<file path="src/rtl/rtc_bus_sequencer.sv">
// rtc_bus_sequencer: one RTC bus transaction per request on the multiplexed
// address/data interface. A transaction runs address phase, CS_n-high gap,
// then data phase. Every output is a register loaded from the next-state
// decode, so the strobes line up with the state they belong to.
module rtc_bus_sequencer #(
    parameter int T_SETUP  = 2,
    parameter int T_STROBE = 4,
    parameter int T_HOLD   = 2,
    parameter int T_GAP    = 3
) (
    input  logic       CLK,
    input  logic       RST,
    input  logic       REQ_WR,
    input  logic       REQ_RD,
    input  logic [7:0] ADDR_IN,
    output logic [7:0] ADRESS,
    output logic       BEnv_Adress,
    output logic       BEnv_Data,
    output logic       BRes_Data,
    output logic       CS_n,
    output logic       AD,
    output logic       WR_n,
    output logic       RD_n,
    output logic       BUSY,
    output logic       DONE
);

    typedef enum logic [3:0] {
        S_IDLE     = 4'd0,
        S_A_SETUP  = 4'd1,
        S_A_STROBE = 4'd2,
        S_A_HOLD   = 4'd3,
        S_GAP      = 4'd4,
        S_D_SETUP  = 4'd5,
        S_D_STROBE = 4'd6,
        S_D_HOLD   = 4'd7,
        S_DONE     = 4'd8
    } state_t;

    // Counter load values: each phase lasts (load + 1) cycles.
    localparam logic [7:0] LD_SETUP  = 8'(T_SETUP - 1);
    localparam logic [7:0] LD_STROBE = 8'(T_STROBE - 1);
    localparam logic [7:0] LD_HOLD   = 8'(T_HOLD - 1);
    localparam logic [7:0] LD_GAP    = 8'(T_GAP - 1);

    state_t     state_r;
    state_t     state_s;
    logic [7:0] cnt_r;
    logic [7:0] cnt_s;
    logic       op_wr_r;
    logic       op_wr_s;
    logic [7:0] addr_s;

    logic       cs_n_s;
    logic       ad_s;
    logic       wr_n_s;
    logic       rd_n_s;
    logic       benv_a_s;
    logic       benv_d_s;
    logic       bres_s;
    logic       busy_s;
    logic       done_s;

    // Next-state, phase counter and request latching.
    always_comb begin
        state_s = state_r;
        cnt_s   = cnt_r;
        op_wr_s = op_wr_r;
        addr_s  = ADRESS;
        case (state_r)
            S_IDLE: begin
                if (REQ_WR || REQ_RD) begin
                    state_s = S_A_SETUP;
                    cnt_s   = LD_SETUP;
                    op_wr_s = REQ_WR;
                    addr_s  = ADDR_IN;
                end else begin
                    cnt_s   = 8'd0;
                end
            end
            S_A_SETUP, S_A_STROBE, S_A_HOLD, S_GAP,
            S_D_SETUP, S_D_STROBE, S_D_HOLD: begin
                if (cnt_r != 8'd0) begin
                    cnt_s = cnt_r - 8'd1;
                end else begin
                    case (state_r)
                        S_A_SETUP:  begin state_s = S_A_STROBE; cnt_s = LD_STROBE; end
                        S_A_STROBE: begin state_s = S_A_HOLD;   cnt_s = LD_HOLD;   end
                        S_A_HOLD:   begin state_s = S_GAP;      cnt_s = LD_GAP;    end
                        S_GAP:      begin state_s = S_D_SETUP;  cnt_s = LD_SETUP;  end
                        S_D_SETUP:  begin state_s = S_D_STROBE; cnt_s = LD_STROBE; end
                        S_D_STROBE: begin state_s = S_D_HOLD;   cnt_s = LD_HOLD;   end
                        S_D_HOLD:   begin state_s = S_DONE;     cnt_s = 8'd0;      end
                        default:    begin state_s = S_IDLE;     cnt_s = 8'd0;      end
                    endcase
                end
            end
            S_DONE: begin
                state_s = S_IDLE;
                cnt_s   = 8'd0;
            end
            default: begin
                state_s = S_IDLE;
                cnt_s   = 8'd0;
            end
        endcase
    end

    // Output decode from the upcoming state/count so registered outputs match it.
    always_comb begin
        cs_n_s   = 1'b1;
        ad_s     = 1'b1;
        wr_n_s   = 1'b1;
        rd_n_s   = 1'b1;
        benv_a_s = 1'b0;
        benv_d_s = 1'b0;
        bres_s   = 1'b0;
        busy_s   = 1'b0;
        done_s   = 1'b0;
        case (state_s)
            S_A_SETUP, S_A_HOLD: begin
                cs_n_s   = 1'b0;
                ad_s     = 1'b0;
                benv_a_s = 1'b1;
                busy_s   = 1'b1;
            end
            S_A_STROBE: begin
                cs_n_s   = 1'b0;
                ad_s     = 1'b0;
                benv_a_s = 1'b1;
                wr_n_s   = 1'b0;
                busy_s   = 1'b1;
            end
            S_GAP: begin
                busy_s = 1'b1;
            end
            S_D_SETUP: begin
                cs_n_s   = 1'b0;
                busy_s   = 1'b1;
                benv_d_s = op_wr_s;
            end
            S_D_STROBE: begin
                cs_n_s = 1'b0;
                busy_s = 1'b1;
                if (op_wr_s) begin
                    benv_d_s = 1'b1;
                    wr_n_s   = 1'b0;
                end else begin
                    rd_n_s = 1'b0;
                    bres_s = (cnt_s == 8'd0);
                end
            end
            S_D_HOLD: begin
                cs_n_s = 1'b0;
                busy_s = 1'b1;
                if (op_wr_s) begin
                    benv_d_s = 1'b1;
                end else begin
                    // Read strobe stretches into the first hold cycle.
                    rd_n_s = (cnt_s != LD_HOLD);
                end
            end
            S_DONE: begin
                done_s = 1'b1;
            end
            default: begin
                busy_s = 1'b0;
            end
        endcase
    end

    // State, counter and latched operation register.
    always_ff @(posedge CLK or posedge RST) begin
        if (RST) begin
            state_r <= S_IDLE;
            cnt_r   <= 8'd0;
            op_wr_r <= 1'b0;
        end else begin
            state_r <= state_s;
            cnt_r   <= cnt_s;
            op_wr_r <= op_wr_s;
        end
    end

    // Registered chip strobes, phase flags and status.
    always_ff @(posedge CLK or posedge RST) begin
        if (RST) begin
            ADRESS      <= 8'h00;
            CS_n        <= 1'b1;
            AD          <= 1'b1;
            WR_n        <= 1'b1;
            RD_n        <= 1'b1;
            BEnv_Adress <= 1'b0;
            BEnv_Data   <= 1'b0;
            BRes_Data   <= 1'b0;
            BUSY        <= 1'b0;
            DONE        <= 1'b0;
        end else begin
            ADRESS      <= addr_s;
            CS_n        <= cs_n_s;
            AD          <= ad_s;
            WR_n        <= wr_n_s;
            RD_n        <= rd_n_s;
            BEnv_Adress <= benv_a_s;
            BEnv_Data   <= benv_d_s;
            BRes_Data   <= bres_s;
            BUSY        <= busy_s;
            DONE        <= done_s;
        end
    end

endmodule

</file>
<file path="config.mk">
export PLATFORM = sky130hd
export DESIGN_NAME = rtc_bus_sequencer
export DESIGN_NICKNAME = d
export VERILOG_FILES = /design/src/rtl/rtc_bus_sequencer.sv
export SDC_FILE = /design/constraint.sdc
export NUM_CORES = 1
export LEC_CHECK = 0
export CAP_MARGIN = 20
export CELL_PAD_IN_SITES_DETAIL_PLACEMENT = 0
export CELL_PAD_IN_SITES_GLOBAL_PLACEMENT = 1
export CORE_ASPECT_RATIO = 0.6
export CORE_MARGIN = 4
export CORE_UTILIZATION = 40
export CTS_BUF_LIST = sky130_fd_sc_hd__clkbuf_8
export DETAILED_ROUTE_END_ITERATION = 10
export PLACE_DENSITY = 0.84
export SLEW_MARGIN = 20
export SYNTH_ARGS = -nofsm -noshare
export SYNTH_HDL_FRONTEND = slang
export SYNTH_SLANG_ARGS = --single-unit
</file>
<file path="constraint.sdc">
create_clock -name CLK -period 3.4 [get_ports CLK]
set_input_delay 0.51 -clock CLK [delete_from_list [all_inputs] [get_ports CLK]]
set_output_delay 0.51 -clock CLK [all_outputs]
set_load 0.01 [all_outputs]
</file>
==> results.yml, run 1 <==
min_path:
  whs_path_depth: 2
  holdCritStartpoint: "ADRESS[4]$_DFFE_PP0P_"
  hold_path.class: "flip-flop to flip-flop"
  min_to: "ADRESS[4]$_DFFE_PP0P_"
global_route:
  use_met1_pct: 20.04
  grt_pass1_wl_um: 5306
  global_route.usage.met3_pct: 4.434
  grt-ovfl-total: 0
  grt_usage_pct: 15.45
  use_met2_pct: 23.69
  grt_max_degree: 31
  grt_busiest_layer: "met2"
  grt_pass1_vias: 1159
  antenna_found_initial: 0
clock_tree:
  cts.htree.levels: 2
  post_cts_buffers: 0
  clockBufferDepth: 2
  cts_tree: "yes"
  clk_pin_slew_ns: 0.06
  post_cts_resized: 0
  holdBufCountCts: 0
  numCtsBuffers: 5
  clock_sinks: 30
  root_buffer: "clkbuf_8"
  clk_latency_ns: 0.28
placement:
  place_ws_ns: 0.8909
  hpwl_um: 2222
  port_buffers: 28
  place_congestion: 0.9491
  post_dp_cell_area_um2: 1717
sta:
  fin_ws_ns: 0.8618
  fin_setup_tns_ns: 0
  period_minus_slack_ns: 2.538
  worst_pin_slew_ns: 0.6627
  maxSlewViolCount: 0
  rsz0062_at_grt: "no"
  worst_hold_slack_ns: 0.4750
  slew_headroom_pct: 55.42
  post-route-period-util_pct: 74.65
  hold_viol: 0
  setup_violations: 0
  skew_ns: 0.005779
  fmax_ghz: 0.3940
worst_setup_path:
  reg2reg_from: "cnt_r[2]$_DFF_PP0_"
  start_kind: "flip-flop"
  crit_family: "simple AND/OR/NAND/NOR gates"
  critPathSlowestCell: "or4_1"
  crit_buf_inv: 0
  worstPathCellList: "or4_1 > or4_4 > a2111oi_4 > o211a_1 > and3b_1"
  critPathMaxFanout: 8
  crit_arrival_ns: 2.76
  r2r_slack_ns: 0.86
  slowest_delay_ns: 0.67
  r2r-end: "BRes_Data$_DFF_PP0_"
  crit_type: "flip-flop to flip-flop"
  cp.required_ns: 3.62
  crit_path_end_kind: "flip-flop"
  rr_worst_depth: 5
route:
  antenna_left: 0
  wl_um: 3107
  detail_route.first_pass.iterations: 4
  drtIter0Drc: 107
  vias: 1147
  viasPerCell: 5.310
  wl_per_cell_um: 14.38
  drc: 0
job:
  max_cap_viol_count: 0
synthesis:
  synth_compound_area_share_pct: 15.36
  netlist_instances: 139
  yosys_warnings: 0
  synth.distinct_cells: 42
  synthesis.area_um2: 1401
  synthesis.nets: 153
  synth_ff_type: "dfrtp_1"
  synthMuxAreaShare_pct: 0
  synth-xor-area-share_pct: 3.125
  yosys.area_share.adder_pct: 1.786
  async_flop_share_pct: 100.0
  synth_top_family_by_area: "simple AND/OR/NAND/NOR gates"
  synth_simple_gate_area_share_pct: 21.34
  synth_edf_count: 0
  synth_seq_cells: 30
  syn_avg_cell_area_um2: 10.08
  yosysSeqAreaShare_pct: 53.93
status:
  outcome: "finished, final reports clean"
pwr:
  powerDensity_nw_per_um2: 935.5
  vdd_ir_drop_max_mv: 0.3349
  power_uw: 1681
  leakage_uw: 0.0008036
cells_and_area:
  seq_area_um2: 755.7
  syn_to_final_growth_pct: 28.21
  fill_cells: 305
  drive_above_1_share_pct: 13.45
  fin_nets: 184
  design_area_um2: 1797
  antenna_cells: 0
  multi_input_area_um2: 583.1
  largestRegisters: "ADRESS (8), cnt_r (8), state_r (4)"
floorplan:
  rows: 16
  start_util_pct: 42.42
  die_y_um: 53.85
  die_x_um: 84.41
  dieArea_um2: 4545
  core_um2: 3303
  pin_count: 29
==> where the power goes <==
part | leakage, uW | switching (uW) | internal, uW
sequential | 0.000367 | 131 | 517
combinational | 0.000385 | 398 | 377
clock | 0.0000519 | 122 | 136
total | 0.000804 | 651 | 1030
==> Yosys cell counts (2+ instances only) <==
cell,number,area share [%]
nand2_1,29,7.8
dfrtp_1,26,46
inv_1,9,2.4
nor2_1,9,2.4
a21oi_1,6,2.1
dfstp_2,4,7.5
nor4_1,4,1.8
xnor2_1,4,2.5
nor3_1,3,1.1
o21ai_0,3,1.1
a31o_2,2,1.3
a31oi_1,2,0.89
clkbuf_1,2,0.54
ha_1,2,1.8
nand3_1,2,0.71
o21a_1,2,1.1
o31ai_1,2,1.1
or2_2,2,0.89
or3_1,2,0.89
or3_2,2,1.1
==> layout make-up <==
class	count	share of cell area (%)
sequential	30	42.06
multi-input combinational	95	32.45
timing repair buffer	29	16.02
clock buffer	5	3.830
tap	45	3.134
inverter	9	1.880
clock inverter	3	0.6267
==> tightest hold or removal path: cells and delay by family (launching register included) <==
kind / cells / cell delay [ns]
DFF: 1 / 0.34
and+or+nand+nor: 2 / 0.10
==> cells by family after synthesis <==
group / count (synthesis)
AO/OA/AOI/OAI: 27
XOR/XNOR: 5
adder cells (fa/ha/maj): 2
buffers and inverters: 14
flip-flops: 30
AND/OR/NAND/NOR: 61
==> placed cells by master (no fill, tap or decap), types with 2 or more instances in the layout <==
cell type        synthesis  final
o21a_1                   2      2
nor3_1                   3      3
or3_2                    2      2
or3_1                    2      2
o21ai_0                  3      3
a31o_2                   2      2
nand2_1                 29     29
inv_1                    9     12
or2_2                    2      2
a21oi_1                  6      6
ha_1                     2      2
nand3_1                  2      2
nor2_1                   9      9
o31ai_1                  2      2
a31oi_1                  2      2
clkdlybuf4s50_1          0     28
dfstp_2                  4      4
clkbuf_8                 0      5
dfrtp_1                 26     26
nor4_1                   4      4
xnor2_1                  4      4
==> stage by stage <==
stage	utilization [%]	cells
after floorplan	-	139
after global placement	51.97	208
after detailed placement	51.97	208
after CTS	54.39	216
after global routing	54.39	216
final	54.39	216
==> how the worst max path moves through the flow <==
stage / from / endpoint / depth (start not counted)
2_1_floorplan: cnt_r[2]$_DFF_PP0_ / BRes_Data$_DFF_PP0_ / 7
3_3_place_gp: cnt_r[2]$_DFF_PP0_ / BRes_Data$_DFF_PP0_ / 5
3_5_place_dp: cnt_r[2]$_DFF_PP0_ / BRes_Data$_DFF_PP0_ / 5
4_1_cts: cnt_r[2]$_DFF_PP0_ / BRes_Data$_DFF_PP0_ / 5
5_1_grt: cnt_r[0]$_DFF_PP0_ / BRes_Data$_DFF_PP0_ / 7
6_report: cnt_r[2]$_DFF_PP0_ / BRes_Data$_DFF_PP0_ / 5
==> routing by layer <==
layer | share of wire, % | wire length, um | vias up
met4 | 2.1 | 65 | 0
met1 | 48 | 1490 | 541
met2 | 43 | 1327 | 49
li1 | - | - | 550
met3 | 7.2 | 223 | 7
met5 | 0 | 0 | -
(Power assumes the default switching activity.)
==> run 2, diff against run 1 <==
CORE_UTILIZATION = 36   (was 40)
PLACE_DENSITY = 0.8   (was 0.84)
clock period = 2 ns   (was 3.4 ns; I/O delays follow)
==> run 2 against run 1 <==
The flow now finishes with violations (setup timing). Wire length grew 15%. Clock skew shrank 0.0031 ns. Critical path depth is the same. Worst hold slack lost 0.093 ns. Utilization grew 1.7 points. Non-clock buffer count grew 27. Largest power group unchanged. Highest routed layer unchanged.
==> results.yml, run 2 (same netlist as run 1, synthesis figures left out) <==
worst_setup_path:
  r2r-end: "BRes_Data$_DFF_PP0_"
  worstPathCellList: "or4_4 > or4_4 > a2111oi_4 > o211a_1 > and3b_1"
  crit_type: "flip-flop to flip-flop"
  r2r_slack_ns: -0.22
  slowest_delay_ns: 0.53
  crit_path_end_kind: "flip-flop"
  crit_buf_inv: 0
  reg2reg_from: "cnt_r[3]$_DFF_PP0_"
  crit_arrival_ns: 2.44
  setup.worst_path.end: "BRes_Data$_DFF_PP0_"
  start_kind: "flip-flop"
  cp-startpoint: "cnt_r[3]$_DFF_PP0_"
  critPathSlowestCell: "or4_4"
  critPathMostFrequentCell: "or4_4"
  critPathMaxFanout: 2
  crit_family: "simple AND/OR/NAND/NOR gates"
  cp_num_cells: 5
  rr_worst_depth: 5
  cp.required_ns: 2.22
floorplan:
  die_y_um: 56.33
  rows: 17
  die_x_um: 88.55
  start_util_pct: 37.86
  pin_count: 29
  dieArea_um2: 4988
  core_um2: 3701
route:
  detail_route.first_pass.iterations: 4
  antenna_left: 0
  viasPerCell: 5.082
  drc: 0
  wl_per_cell_um: 14.56
  vias: 1245
  drtIter0Drc: 124
  wl_um: 3568
cells_and_area:
  design_area_um2: 2077
  final_cell_mix: "nand2_1 (29), clkdlybuf4s50_1 (28), buf_4 (27)"
  multi_input_area_um2: 643.1
  antenna_cells: 0
  largestRegisters: "ADRESS (8), cnt_r (8), state_r (4)"
  drive_above_1_share_pct: 30.81
  layout_commonest_cell: "nand2_1"
  fill_cells: 333
  syn_to_final_growth_pct: 48.21
  instances_no_fill: 245
  seq_area_um2: 755.7
  fin_nets: 211
sta:
  slew_headroom_pct: 64.15
  maxSlewViolCount: 0
  post-route-period-util_pct: 111.0
  fmax_ghz: 0.4503
  fin_ws_ns: -0.2209
  worst_pin_slew_ns: 0.5242
  rsz0062_at_grt: "yes"
  fin_setup_tns_ns: -0.4337
  period_minus_slack_ns: 2.221
  hold_viol: 0
  skew_ns: 0.002707
  setup_violations: 3
global_route:
  grt_max_degree: 31
  antenna_found_initial: 0
  grt_usage_pct: 15.37
  grt_pass1_wl_um: 5796
  grt-ovfl-total: 0
  grt_pass1_vias: 1228
pwr:
  p_int_uw: 2130
  swShare_pct: 37.24
  leakage_uw: 0.0009470
  p_switching_uw: 1264
  p_clk_share_pct: 14.6
  vdd_ir_drop_max_mv: 0.6834
  powerDensity_nw_per_um2: 1634
  pwr-share-seq_pct: 30.0
  p_comb_share_pct: 55.5
  power_uw: 3393
clock_tree:
  clk_latency_ns: 0.28
  cts.htree.levels: 2
  numCtsBuffers: 5
  clk_pin_slew_ns: 0.06
  clock_sinks: 30
  root_buffer: "clkbuf_8"
  clockBufferDepth: 2
  cts_tree: "yes"
placement:
  hpwl_um: 2560
  place_congestion: 0.9196
  placed_cells: 234
  port_buffers: 28
  post_dp_cell_area_um2: 1902
  place_ws_ns: -0.2988
min_path:
  hold_path.class: "primary input to asynchronous set/reset pin"
status:
  outcome: "finished with violations"
  violations: "setup timing"
job:
  max_cap_viol_count: 0
==> run 2: tightest hold or removal path, cell delays in order <==
cell,delay [ns]
clkdlybuf4s50_1,0.39
inv_1,0.05
buf_4,0.34
==> run 2: what timing repair did <==
action	4_1_cts	5_1_grt
hold buffers	0	0
setup buffers	3	1
pin swaps	7	6
gates resized for setup	6	8
setup endpoints to repair	4	7
==> run 2: worst min path at each step <==
stage	start	end	slack [ns]	cells past startpoint
6_report	RST	BUSY$_DFF_PP0_	0.38	3
3_5_place_dp	ADRESS[2]$_DFFE_PP0P_	ADRESS[2]$_DFFE_PP0P_	0.47	2
2_1_floorplan	RST	ADRESS[0]$_DFFE_PP0P_	0.39	1
5_1_grt	RST	state_r[1]$_DFF_PP0_	0.44	3
3_3_place_gp	ADRESS[4]$_DFFE_PP0P_	ADRESS[4]$_DFFE_PP0P_	0.46	2
4_1_cts	RST	BUSY$_DFF_PP0_	0.40	3
==> run 2: power groups by stage <==
stage	logic, uW	registers (uW)	clock network, uW
after floorplan	838	1100	0
after global placement	1670	1010	0
after global routing	2040	1050	545
final	1880	1020	494
after CTS	1800	1020	508
after detailed placement	1730	1020	0
==> run 2: metal layers <==
metal / up-vias / global-route usage [%] / wire, um
met4: 0 / 8.405 / 91
met3: 8 / 5.279 / 197
met5: - / 0 / 0
li1: 603 / - / -
met1: 606 / 20.26 / 1643
met2: 28 / 21.94 / 1636
==> run 2: final cells by class <==
type	instances	area share, %
sequential	30	36.39
timing repair buffer	56	23.80
tap	47	2.831
inverter	9	1.627
multi-input combinational	95	30.96
clock inverter	2	0.4217
clock buffer	6	3.976
==> run 2: metrics by stage <==
| stage | hold slack (ns) | util, % |
|---|---|---|
| 2_1_floorplan | 0.3878 | - |
| 3_3_place_gp | 0.4605 | 51.39 |
| 3_5_place_dp | 0.4650 | 51.39 |
| 4_1_cts | 0.3966 | 54.87 |
| 5_1_grt | 0.4368 | 56.12 |
| 6_report | 0.3823 | 56.12 |
